[config.mk]
export PLATFORM = sky130hd
export DESIGN_NAME = fetch_queue
export DESIGN_NICKNAME = d
export VERILOG_FILES = /design/src/rtl/fetch_queue_pkg.sv /design/src/rtl/fetch_queue_mem.sv /design/src/rtl/fetch_queue.sv
export SDC_FILE = /design/constraint.sdc
export NUM_CORES = 1
export LEC_CHECK = 0
export ABC_AREA = 1
export BUFFER_PORTS_ARGS = -buffer_cell sky130_fd_sc_hd__buf_2
export CAP_MARGIN = 20
export CORE_ASPECT_RATIO = 1.75
export CORE_MARGIN = 8
export CORE_UTILIZATION = 62
export DETAILED_ROUTE_END_ITERATION = 7
export PLACE_DENSITY = 0.85
export REMOVE_ABC_BUFFERS = 1
export SYNTH_ARGS = -nofsm -noshare
export SYNTH_HDL_FRONTEND = slang
export SYNTH_SLANG_ARGS = --single-unit
[constraint.sdc]
create_clock -name clk -period 6.9 [get_ports clk]
set_clock_uncertainty 0.1 [all_clocks]
set_input_delay 1.035 -clock clk [delete_from_list [all_inputs] [get_ports clk]]
set_output_delay 1.035 -clock clk [all_outputs]
set_load 0.01 [all_outputs]
[src/rtl/fetch_queue_pkg.sv]
// Shared constants and types for the prefetching fetch queue.
// Default geometry; modules derive their own widths from their parameters.
package fetch_queue_pkg;

  localparam int DEF_DEPTH    = 4;
  localparam int DEF_ADDR_W   = 32;
  localparam int DEF_INST_W   = 32;
  localparam int DEF_PC_STEP  = 4;
  localparam int DEF_RESET_PC = 0;

  function automatic int ptr_width(input int depth);
    return $clog2(depth);
  endfunction

  localparam int PTR_W   = ptr_width(DEF_DEPTH);
  localparam int CNT_W   = PTR_W + 1;
  localparam int ENTRY_W = DEF_ADDR_W + DEF_INST_W;

  // Queue entry layout: next-sequential PC in the upper bits, instruction below.
  typedef struct packed {
    logic [DEF_ADDR_W-1:0] pc;
    logic [DEF_INST_W-1:0] inst;
  } fetch_entry_t;

endpackage

[src/rtl/fetch_queue_mem.sv]
// Entry storage for the fetch queue: DEPTH x WIDTH registers,
// one synchronous write port and one asynchronous read port.
module fetch_queue_mem
  import fetch_queue_pkg::*;
#(
  parameter int DEPTH = DEF_DEPTH,
  parameter int WIDTH = ENTRY_W
) (
  input  logic                     clk,
  input  logic                     we,
  input  logic [$clog2(DEPTH)-1:0] waddr,
  input  logic [WIDTH-1:0]         wdata,
  input  logic [$clog2(DEPTH)-1:0] raddr,
  output logic [WIDTH-1:0]         rdata
);

  logic [WIDTH-1:0] mem_q [DEPTH];

  // No reset: contents are only observed through valid occupancy.
  always_ff @(posedge clk) begin
    if (we) begin
      mem_q[waddr] <= wdata;
    end
  end

  assign rdata = mem_q[raddr];

endmodule

[src/rtl/fetch_queue.sv]
// Prefetching fetch unit: owns the PC, fetches one instruction per cycle into a
// circular queue, and presents the head. Optional bypass: FETCH_QUEUE_BYPASS_EN.
module fetch_queue
  import fetch_queue_pkg::*;
#(
  parameter int                DEPTH    = DEF_DEPTH,
  parameter int                ADDR_W   = DEF_ADDR_W,
  parameter int                INST_W   = DEF_INST_W,
  parameter int                PC_STEP  = DEF_PC_STEP,
  parameter logic [ADDR_W-1:0] RESET_PC = ADDR_W'(DEF_RESET_PC)
) (
  input  logic                   clk,
  input  logic                   rst,
  input  logic                   freeze,
  input  logic                   branch_taken,
  input  logic [ADDR_W-1:0]      branch_address,
  output logic [ADDR_W-1:0]      imem_addr,
  input  logic [INST_W-1:0]      imem_rdata,
  output logic [ADDR_W-1:0]      PC,
  output logic [INST_W-1:0]      Instruction,
  output logic                   valid,
  output logic [$clog2(DEPTH):0] count
);

  localparam int PW = ptr_width(DEPTH);
  localparam int CW = PW + 1;
  localparam int EW = ADDR_W + INST_W;

  logic [ADDR_W-1:0] pc_q;
  logic [ADDR_W-1:0] pc_inc;
  logic [PW-1:0]     rd_ptr;
  logic [PW-1:0]     wr_ptr;
  logic [CW-1:0]     cnt_q;
  logic              q_valid;
  logic              full;
  logic              push;
  logic              pop;
  logic              advance;
  logic [EW-1:0]     head;
  logic [EW-1:0]     wr_entry;

  assign pc_inc    = pc_q + ADDR_W'(PC_STEP);
  assign imem_addr = pc_q;
  assign count     = cnt_q;
  assign q_valid   = (cnt_q != '0);
  assign full      = (cnt_q == CW'(DEPTH));
  assign wr_entry  = {pc_inc, imem_rdata};

  always_comb begin
    pop         = q_valid & ~freeze & ~branch_taken;
    push        = ~branch_taken & (~full | pop);
    advance     = push;
    valid       = q_valid;
    PC          = q_valid ? head[EW-1:INST_W] : '0;
    Instruction = q_valid ? head[INST_W-1:0]  : '0;
`ifdef FETCH_QUEUE_BYPASS_EN
    // Empty queue: hand the word being fetched straight to the consumer.
    if (!q_valid && !branch_taken && !rst) begin
      valid       = 1'b1;
      PC          = pc_inc;
      Instruction = imem_rdata;
      if (!freeze) begin
        push    = 1'b0;
        advance = 1'b1;
      end
    end
`endif
  end

  always_ff @(posedge clk) begin
    if (rst) begin
      pc_q   <= RESET_PC;
      rd_ptr <= '0;
      wr_ptr <= '0;
      cnt_q  <= '0;
    end else if (branch_taken) begin
      pc_q   <= branch_address;
      rd_ptr <= '0;
      wr_ptr <= '0;
      cnt_q  <= '0;
    end else begin
      if (advance) pc_q   <= pc_inc;
      if (push)    wr_ptr <= wr_ptr + PW'(1);
      if (pop)     rd_ptr <= rd_ptr + PW'(1);
      case ({push, pop})
        2'b10:   cnt_q <= cnt_q + CW'(1);
        2'b01:   cnt_q <= cnt_q - CW'(1);
        default: cnt_q <= cnt_q;
      endcase
    end
  end

  fetch_queue_mem #(
    .DEPTH (DEPTH),
    .WIDTH (EW)
  ) u_mem (
    .clk   (clk),
    .we    (push),
    .waddr (wr_ptr),
    .wdata (wr_entry),
    .raddr (rd_ptr),
    .rdata (head)
  );

endmodule

Word level (Yosys, flattened, before mapping). Memories as Yosys holds them, arrays and structs flattened. A register that Yosys moved wholly into a read port is not among the register bits. Cells that the tools add are included.

Bits in registers: 39. Memory bits (writable): 256. Bits of input ports: 68. Logic and storage cells: 33. Memories: 1.

Memory list: u_mem.mem_q (words 4, width 64, read ports 1, clocked after memory_dff 1, wr ports 1, RTL line fetch_queue_mem.sv:17) `logic [WIDTH-1:0] mem_q [DEPTH];`.

Add/sub/neg operators: 5. Equality and inequality tests: 3. Mux-type cells: 9. Bitwise gates (word level): 7. Reduce and logical (&&, ||, !) cells: 4.

Operators by type and width (number): $mux W32 (4); $add A32 B3 Y32 const B (1); $pmux W3 S2 (1); $add A2 B1 Y2 const B (2); $mux W2 (2); $reduce_bool A2 Y1 (2); $add A3 B1 Y3 const B (1); $and A1 B1 Y1 (3); $eq A3 B3 Y1 const B (1); $not A1 Y1 (3); $reduce_bool A3 Y1 (1); $sub A3 B1 Y3 const B (1); $eq A2 B1 Y1 const B (1); $eq A2 B2 Y1 const B (1); $mux W1 (2); $reduce_or A2 Y1 (1); $or A1 B1 Y1 (1).

Depth between registers and ports, before layout. Gate-level depths: netlist of the first run.

Depth after elaboration: 7. Depth in mapped cells: 11. Mapped depth without buffers: 10.

Hierarchy. Synthesis of the first run repeated with hierarchy kept, for this count alone.

Cells, all modules: 1510. Area total of the unflattened synthesis: 13748.2 µm².

By module, submodules not included: fetch_queue_mem (times used 1, cells each 1010, area an instance 10761.6 µm², seq. area each 7687.4 µm²); fetch_queue (times used 1, cells each 500, area an instance 2986.6 µm², seq. area each 780.7 µm²).

Worst setup path before layout of the first run. No wires, ideal clock.

Path kind: input-to-reg. From: in branch_taken. To: mem u_mem.mem_q[0][0] in the netlist's numbering (enable). Data arrival time: 4.218 ns. Required time: 6.314 ns. Setup slack: 2.095 ns. Stages: 6. Buffers on the path: 1. Path through: buf_2 -> nor2_1 -> nand2_1 -> nand2_2 -> nand2_2 -> nor2_1.

Word-level cells in the longest chain between the ends: 6.

RTL lines: from (decl) (RTL line fetch_queue.sv:15) `input logic branch_taken,`; $not A1 Y1 (*) (RTL line fetch_queue.sv:50, fetch_queue.sv:51); $and A1 B1 Y1 (RTL line fetch_queue.sv:50) `pop = q_valid & ~freeze & ~branch_taken;`; $or A1 B1 Y1 (RTL line fetch_queue.sv:51) `push = ~branch_taken & (~full | pop);`; $and A1 B1 Y1 (*) (RTL line fetch_queue.sv:51); $mux W1 (*) (RTL line fetch_queue_mem.sv:21) `if (we) begin`; $mux W1 (implied by the code) (*) (RTL line fetch_queue_mem.sv:22) `mem_q[waddr] <= wdata;`; to (decl) (RTL line fetch_queue_mem.sv:17).

Mark *: on every way between the ends. The rest lies on a longest branch, timed or not.

==> metrics, run 1 <==
Hold Path Class flip-flop to flip-flop; Detail Route Antenna Nets 0; Area growth, synth to finish 14.1%; Initial DRC Count 859; Final Net Count 1355; share of layout cells above drive strength 1 19.3%; R2R setup slack approximately 4.4 ns; fin. max-slew vios 0; Peak VDD IR 0.000196 V; Vert. Die Dim a little over 200 um; status completed; post-synth top area cell edfxtp_1; H-tree level count 1; Starting Density a little over three fifths; Core Area 19700 um^2; I/O Pins approximately 170; kind of end point of the critical path output port; Metal-1 WL 10700 um; Final Critical Period roughly 4.1 ns; worst slack, placed approximately 3.3 ns; Final Util 72.2%; post-CTS setup buffer count 0; commonest cells after routing, fill and taps aside nor2_1, edfxtp_1, buf_2; Worst Hold Launch rd_ptr[1]; Hold Vio Cnt, Final 0; met2 wire length roughly 16000 um; met3 wire length 2180 um; Arr. time, crit path 3.00 ns; register area share after synthesis 68.1%; RSZ-0062 raised after global routing false; leakage approximately 5.4 nW; PD cells ~260 nW/um^2; setup TNS 0 ns; initial antenna violation count 1; Unique masters post-synth 29; Clock Sinks 297; row cnt 68; commonest non-fill, non-tap cell in the layout nor2_1; Slew HR a little over a third; Critical Path Source Type flip-flop; worst skew pair latency 0.52 ns; Mapped Area approximately 12000 um^2; largest net degree at the start of global routing 91; clk buf depth 3; Die Area 25100 um^2; GRT Resource Usage Total 23.8%; Crit Reg-Reg Endpoint u_mem.mem_q[3][57]; post-synth top area share 61.6%; period utilization 59.9%; RR Startpoint count[0]; total grt overflow 0; clock buffer count from CTS 24; Mapped Cells approximately 1100; Cells on Worst Hold Path 2; cts hold-fix bufs 0; number of setup violations in the final report 0; vias per cell just under 6; drt pass-1 iters 6; dpl hpwl between 15000 and 20000 um; R2R depth 8; Post-Syn Area per Cell between 10 and 15 um^2; Synth area leaders edfxtp_1, nor2_1, dfxtp_1, o21ai_0, nand2_1; #FFs+latches synth ~300; drt wl/cell between 15 and 20 um; vias in the first global route 9329; Resized Gates After CTS 0; die width 123 um; critical path class flip-flop to output port; DR top layer met4; Buffers on Ports approximately 170; total power 3.64 mW; Max-Cap Viols 0; CTS clk-pin slew, worst paths 0.06 ns; fmax 242 MHz; Vias 9026; CTS tree done; final hold slack 0.366 ns; Crit Path Max Fanout 76; slew at the pin with the worst max-slew slack 0.969 ns; # DRC 0; Critical Path RT 5.76 ns; Final Wtd Congestion 0.965; Routed WL 30100 um; root buf cell clkbuf_16; Yosys warning count 0; first-pass GRT wire length roughly 46000 um; final worst slack 2.76 ns
power breakdown:
| part | switching (mW) | internal (mW) |
|---|---|---|
| Combinational | 0.163 | 0.0767 |
| Sequential | 0.0320 | 2.01 |
| Clock | 0.594 | 0.763 |
| Total | 0.789 | 2.85 |
worst max-delay path by stage:
stage                         start              end
after floorplan           flip-flop  Instruction[30]
after global placement    flip-flop  Instruction[23]
after detailed placement  flip-flop           PC[10]
after CTS                 flip-flop  Instruction[23]
after global routing      flip-flop  Instruction[31]
final                     flip-flop  Instruction[23]
synthesized netlist by cell type:
| library cell | number |
|---|---|
| nor2_1 | 293 |
| edfxtp_1 | 256 |
| o21ai_0 | 133 |
| nand2_1 | 131 |
| a21oi_1 | 95 |
| dfxtp_1 | 41 |
| clkbuf_1 | 34 |
| inv_1 | 30 |
| a22oi_1 | 21 |
| buf_2 | 15 |
| nand3_1 | 9 |
| a31oi_1 | 8 |
| buf_1 | 8 |
| ha_1 | 7 |
| nand2_2 | 7 |
| nand3b_1 | 7 |
| nor2_4 | 7 |
| xor2_2 | 7 |
| inv_2 | 5 |
| xnor2_1 | 5 |
| buf_4 | 4 |
| and2_1 | 3 |
| nor2_8 | 3 |
| o21ai_1 | 3 |
| xor2_1 | 3 |
| buf_6 | 2 |
| nand2_4 | 2 |
| a311oi_1 | 1 |
| nor2_2 | 1 |
worst max-delay path: stages (launching register included):
cell,delay [ns]
dfxtp_4,0.61
clkinv_2,0.63
buf_4,0.55
o21ai_0,0.35
a21oi_1,0.10
buf_2,0.18
area by class of cell:
type	instances	area (um^2)
diodes	1	2.50
clock buffers	38	726
multi-input cells	746	3600
inverters	35	133
fillers	1340	5500
clock inverters	6	58.8
repair buffers	176	903
flip-flops and latches	297	8510
well taps	245	307
flip-flops by register name (all words and copies together) (netlist names), named ones only:
signal and count:
wr_ptr 2, count 3, rd_ptr 2, u_mem.mem_q 256, imem_addr 32
cell families (layout without fill, tap and decap cells):
family,count (synthesis),in the layout,synth area share [%]
xor+xnor,15,15,1.47
simple gates,463,463,15.4
fa+ha+maj,7,7,0.701
other cells,0,1,0
compound gates,261,261,11.0
flops,297,297,68.1
buf+inv,98,255,3.34
metal layers:
metal / global-route usage [%] / vias up
li1: - / 4212
met1: 26.3 / 4314
met2: 41.7 / 420
met3: 3.85 / 80
met4: 14.2 / 0
met5: 0 / -
through the flow:
step	cell area (um^2)	cells
floorplan	12200	1078
global placement	13500	1499
detailed placement	13500	1499
CTS	14200	1543
global route	14200	1544
finish	14200	1544
(Power assumes the default switching activity.)
==> inputs of run 2 (changes only) <==
Settings changed: CORE_UTILIZATION 62 to 52, PLACE_DENSITY 0.85 to 0.76.
Clock period 6.9 ns to 3.4 ns, I/O delays scaled along.
==> run 2 against run 1 <==
Compared with the run above:
- clock power rose by 110%
- routed wire length shrank 2.4%
- critical path depth is 1 higher
- worst hold slack got worse by 0.27 ns
- flip-flop and latch count stayed put
- sequential share of layout area is 1.2 points lower
- non-clock buffer count rose by 9
- sequential power is 100% higher
- via count shrank 2.5%
- global-route usage decreased by 4.3 points
- largest power group unchanged
==> metrics, run 2 (synthesis gave the netlist of run 1 again) <==
status completed; commonest non-fill, non-tap cell in the layout nor2_1; Slew HR between 40% and 50%; I/O Pins approximately 170; final cell count without fillers ~1600; Starting Density 52.4%; M3 GR Usage 2.65%; share of layout cells above drive strength 1 20.4%; Final Wtd Congestion 0.907; fin. max-slew vios 0; commonest cells after routing, fill and taps aside nor2_1, edfxtp_1, buf_2; number of setup violations in the final report 0; Cells on Worst Hold Path 1; Crit Path Max Fanout 43; vias per cell 5.43; drt wl/cell 18.1 um; Area growth, synth to finish 16.4%; cts hold-fix bufs 0; root buf cell clkbuf_16; die width 133 um; setup TNS 0 ns; Buffers on Ports between 150 and 200; Hold Path Class input pin to flip-flop; CTS tree done; Critical Path RT around 2.8 ns; most used routing layer met2; first-pass GRT wire length between 40000 and 50000 um; clk buf depth 3; DP Area 13700 um^2; RSZ-0062 raised after global routing false; worst slack, placed 0.936 ns; Resized Gates After CTS 0; total grt overflow 0; Clock Sinks 297; Hold Vio Cnt, Final 0; GRT Resource Usage Total 19.5%; R2R depth 8; Slowest-stage cell, CP inv_2; dpl hpwl 19200 um; drt pass-1 iters 5; leakage 5.52 nW; clock buffer count from CTS 26; final worst slack 0.421 ns; Vert. Die Dim 221 um; critical path class flip-flop to output port; Peak VDD IR 0.000465 V; slew at the pin with the worst max-slew slack roughly 0.88 ns; Core Area 23800 um^2; kind of end point of the critical path output port; # DRC 0; dpl cells 1571; Die Area 29400 um^2; fmax 336 MHz; Max-Cap Viols 0; row cnt 75; Largest Register u_mem.mem_q; period utilization 87.6%; vias in the first global route 8777; CTS clk-pin slew, worst paths around 0.07 ns; fin area approximately 15000 um^2; Final Net Count 1366; Critical Path Source Type flip-flop; Initial DRC Count 663; Vias 8803; met2 Usage GRT 35.9%; Detail Route Antenna Nets 0; Routed WL 29400 um; CP max stage delay 0.62 ns; Final Util approximately three fifths; PD cells approximately 520 nW/um^2; post-CTS setup buffer count 0; met1 Usage GRT 21.7%; worst skew pair latency roughly 0.53 ns; Largest register FFs 256; initial antenna violation count 2; crit-path cells inv_2 -> buf_4 -> nor2_1 -> o21ai_0 -> a21oi_1 -> buf_2; Arr. time, crit path 2.37 ns; H-tree level count 1; Final Critical Period just under 3 ns; largest net degree at the start of global routing 73; filler instances 1916
[run 2: metal layers]
layer / vias to the layer above / part of all wire, % / wire length [um]
met1: 4203 / 38 / 11100
li1: 4242 / - / -
met2: 295 / 53 / 15700
met4: 0 / 3.7 / 1080
met3: 63 / 5.2 / 1520
met5: - / 0 / 0
[run 2: path summary, 6_finish.rpt]
check	start	to	slack, ns
max reg2reg	count[0]	u_mem.mem_q[2][21]	1.09
max	flip-flop	Instruction[8]	0.42
min	imem_rdata[26]	u_mem.mem_q[1][26]	0.09
min reg2reg	rd_ptr[1]	flip-flop	0.39
[run 2: area by class of cell]
class / count / area [um^2] / area share, %
clock buffers: 28 / 679 / 4.68
diodes: 2 / 5.00 / 0.0344
inverters: 35 / 133 / 0.913
well taps: 308 / 385 / 2.65
repair buffers: 185 / 1060 / 7.28
flip-flops and latches: 297 / 8510 / 58.6
clock inverters: 20 / 156 / 1.08
multi-input cells: 746 / 3600 / 24.8
[run 2: worst max-delay path: cells and delay by family (launching register included)]
| family | cells | cell delay (ns) |
|---|---|---|
| simple gates | 1 | 0.08 |
| compound gates | 2 | 0.20 |
| flops | 1 | 0.33 |
| buf+inv | 3 | 1.20 |
[run 2: per-stage QoR]
step / hold slack [ns] / total power [mW]
5_1_grt: 0.0818 / 7.75
3_5_place_dp: 0.374 / 4.73
4_1_cts: 0.0760 / 7.54
3_3_place_gp: 0.356 / 4.71
2_1_floorplan: 0.336 / 4.47
6_report: 0.0947 / 7.50
[run 2: report_power, final]
group,internal [mW],switching (mW)
Sequential,4.09,0.0596
Clock,1.55,1.30
Combinational,0.169,0.330
==> inputs of run 3 (changes only) <==
Settings changed: CELL_PAD_IN_SITES_DETAIL_PLACEMENT set to 0, CELL_PAD_IN_SITES_GLOBAL_PLACEMENT set to 1, CORE_UTILIZATION 52 to 41, PLACE_DENSITY 0.76 to unset, PLACE_DENSITY_LB_ADDON set to 0.1.
==> run 3 against run 2 <==
Compared with the run above:
- design area increased by 0.72%
- clock power grew 1%
- critical path depth is the same
- highest routed layer unchanged
- register-to-register slack got worse by 0.10 ns
- sequential share of layout area shrank 0.42 points
- critical endpoint is now Instruction[9]
- critical path type unchanged
- die area rose by 24%
==> metrics, run 3 (synthesis gave the netlist of run 1 again) <==
I/O Pins 168; setup TNS 0 ns; share of layout cells above drive strength 1 20.1%; Slowest-stage cell, CP inv_2; total grt overflow 0; commonest non-fill, non-tap cell in the layout nor2_1; clk buf depth 3; Area growth, synth to finish 17.2%; final hold slack between 0.09 and 0.1 ns; H-tree level count 1; Peak VDD IR about 0.00040 V; Final Wtd Congestion 0.795; slew at the pin with the worst max-slew slack 0.839 ns; worst skew pair latency between 0.5 and 0.6 ns; Core Area 30100 um^2; CP max stage delay 0.59 ns; Antenna Cells 0; Detail Route Antenna Nets 0; total power ~7.6 mW; cts hold-fix bufs 0; Slew HR 44.0%; Clock Sinks 297; DP Area 13800 um^2; Buffers on Ports about 170; drt pass-1 iters 5; RSZ-0062 raised after global routing false; Critical Path RT about 2.8 ns; Largest Register u_mem.mem_q; Largest register FFs 256; vias in the first global route 8873; Resized Gates After CTS 0; Routed WL approximately 33000 um; fin area 14600 um^2; Hold Path Class input pin to flip-flop; leakage 5.53 nW; root buf cell clkbuf_16; commonest cells after routing, fill and taps aside nor2_1, edfxtp_1, buf_2; Final Critical Period 2.96 ns; Vert. Die Dim 247 um; WP buf/inv 3; GRT Resource Usage Total 17.7%; vias per cell 5.02; post-CTS setup buffer count 0; CTS tree done; crit-path leading delay family buffers and inverters; kind of end point of the critical path output port; fmax around 340 MHz; first-pass GRT wire length 50400 um; dpl cells 1650; Max-Cap Viols 0; largest net degree at the start of global routing 99; critical path class flip-flop to output port; die width 148 um; number of setup violations in the final report 0; fin. max-slew vios 0; crit-path cells inv_2 -> buf_4 -> nor2_1 -> o21ai_0 -> a21oi_1 -> buf_2; Hold Vio Cnt, Final 0; Final Net Count 1367; Vias 8529; clock buffer count from CTS 27; Starting Density between 40% and 50%; Critical Path Source Type flip-flop; final cell count without fillers 1699; status completed; period utilization 86.9%; dpl hpwl about 21000 um; PD cells 516 nW/um^2; Die Area ~37000 um^2; Initial DRC Count 377; initial antenna violation count 1; # DRC 0; Crit Path Max Fanout 38; Arr. time, crit path 2.35 ns; drt wl/cell 19.1 um; row cnt 84; CTS clk-pin slew, worst paths roughly 0.06 ns
==> run 3: worst register-to-register path: stages, from the launching register on <==
cell     delay [ns]
dfxtp_1        0.36
inv_1          0.08
ha_1           0.23
nand2_1        0.11
nand2_1        0.09
nand2_2        0.08
nand2_2        0.18
nor2_4         0.44
buf_12         0.37
==> run 3: path summary, 6_finish.rpt <==
check	cells past startpoint	startpoint	endpoint	slack (ns)
setup / recovery	6	flip-flop	Instruction[9]	0.44
hold / removal	1	imem_rdata[22]	u_mem.mem_q[1][22]	0.1
setup reg to reg	8	count[0]	u_mem.mem_q[2][63]	0.99
hold reg to reg	1	rd_ptr[0]	rd_ptr[0]	0.38
==> run 3: stage by stage <==
| step | utilization (%) | setup WS [ns] |
|---|---|---|
| after CTS | 48.7 | 0.373 |
| after global placement | 45.9 | 0.931 |
| after detailed placement | 45.9 | 0.930 |
| after floorplan | - | -1.39 |
| after global routing | 48.7 | 0.228 |
| final | 48.7 | 0.444 |
==> run 3: power by group <==
| part | total, mW | internal (mW) | switching (mW) |
|---|---|---|---|
| logic | 0.509 | 0.172 | 0.338 |
| registers | 4.15 | 4.09 | 0.0598 |
| clock network | 2.90 | 1.61 | 1.30 |
==> run 3: cell type report <==
type,count,area [um^2]
multi-input cells,746,3600
inverters,35,133
fillers,2860,15400
clock inverters,19,146
well taps,387,484
repair buffers,185,1070
flip-flops and latches,297,8510
clock buffers,30,687
==> run 3: metal layers <==
metal	global-route usage [%]	wire length [um]	up-vias
li1	-	-	4233
met1	20.6	13300	4088
met2	33.3	17500	176
met3	2.54	1290	32
met4	4.34	485	0
met5	0	0	-
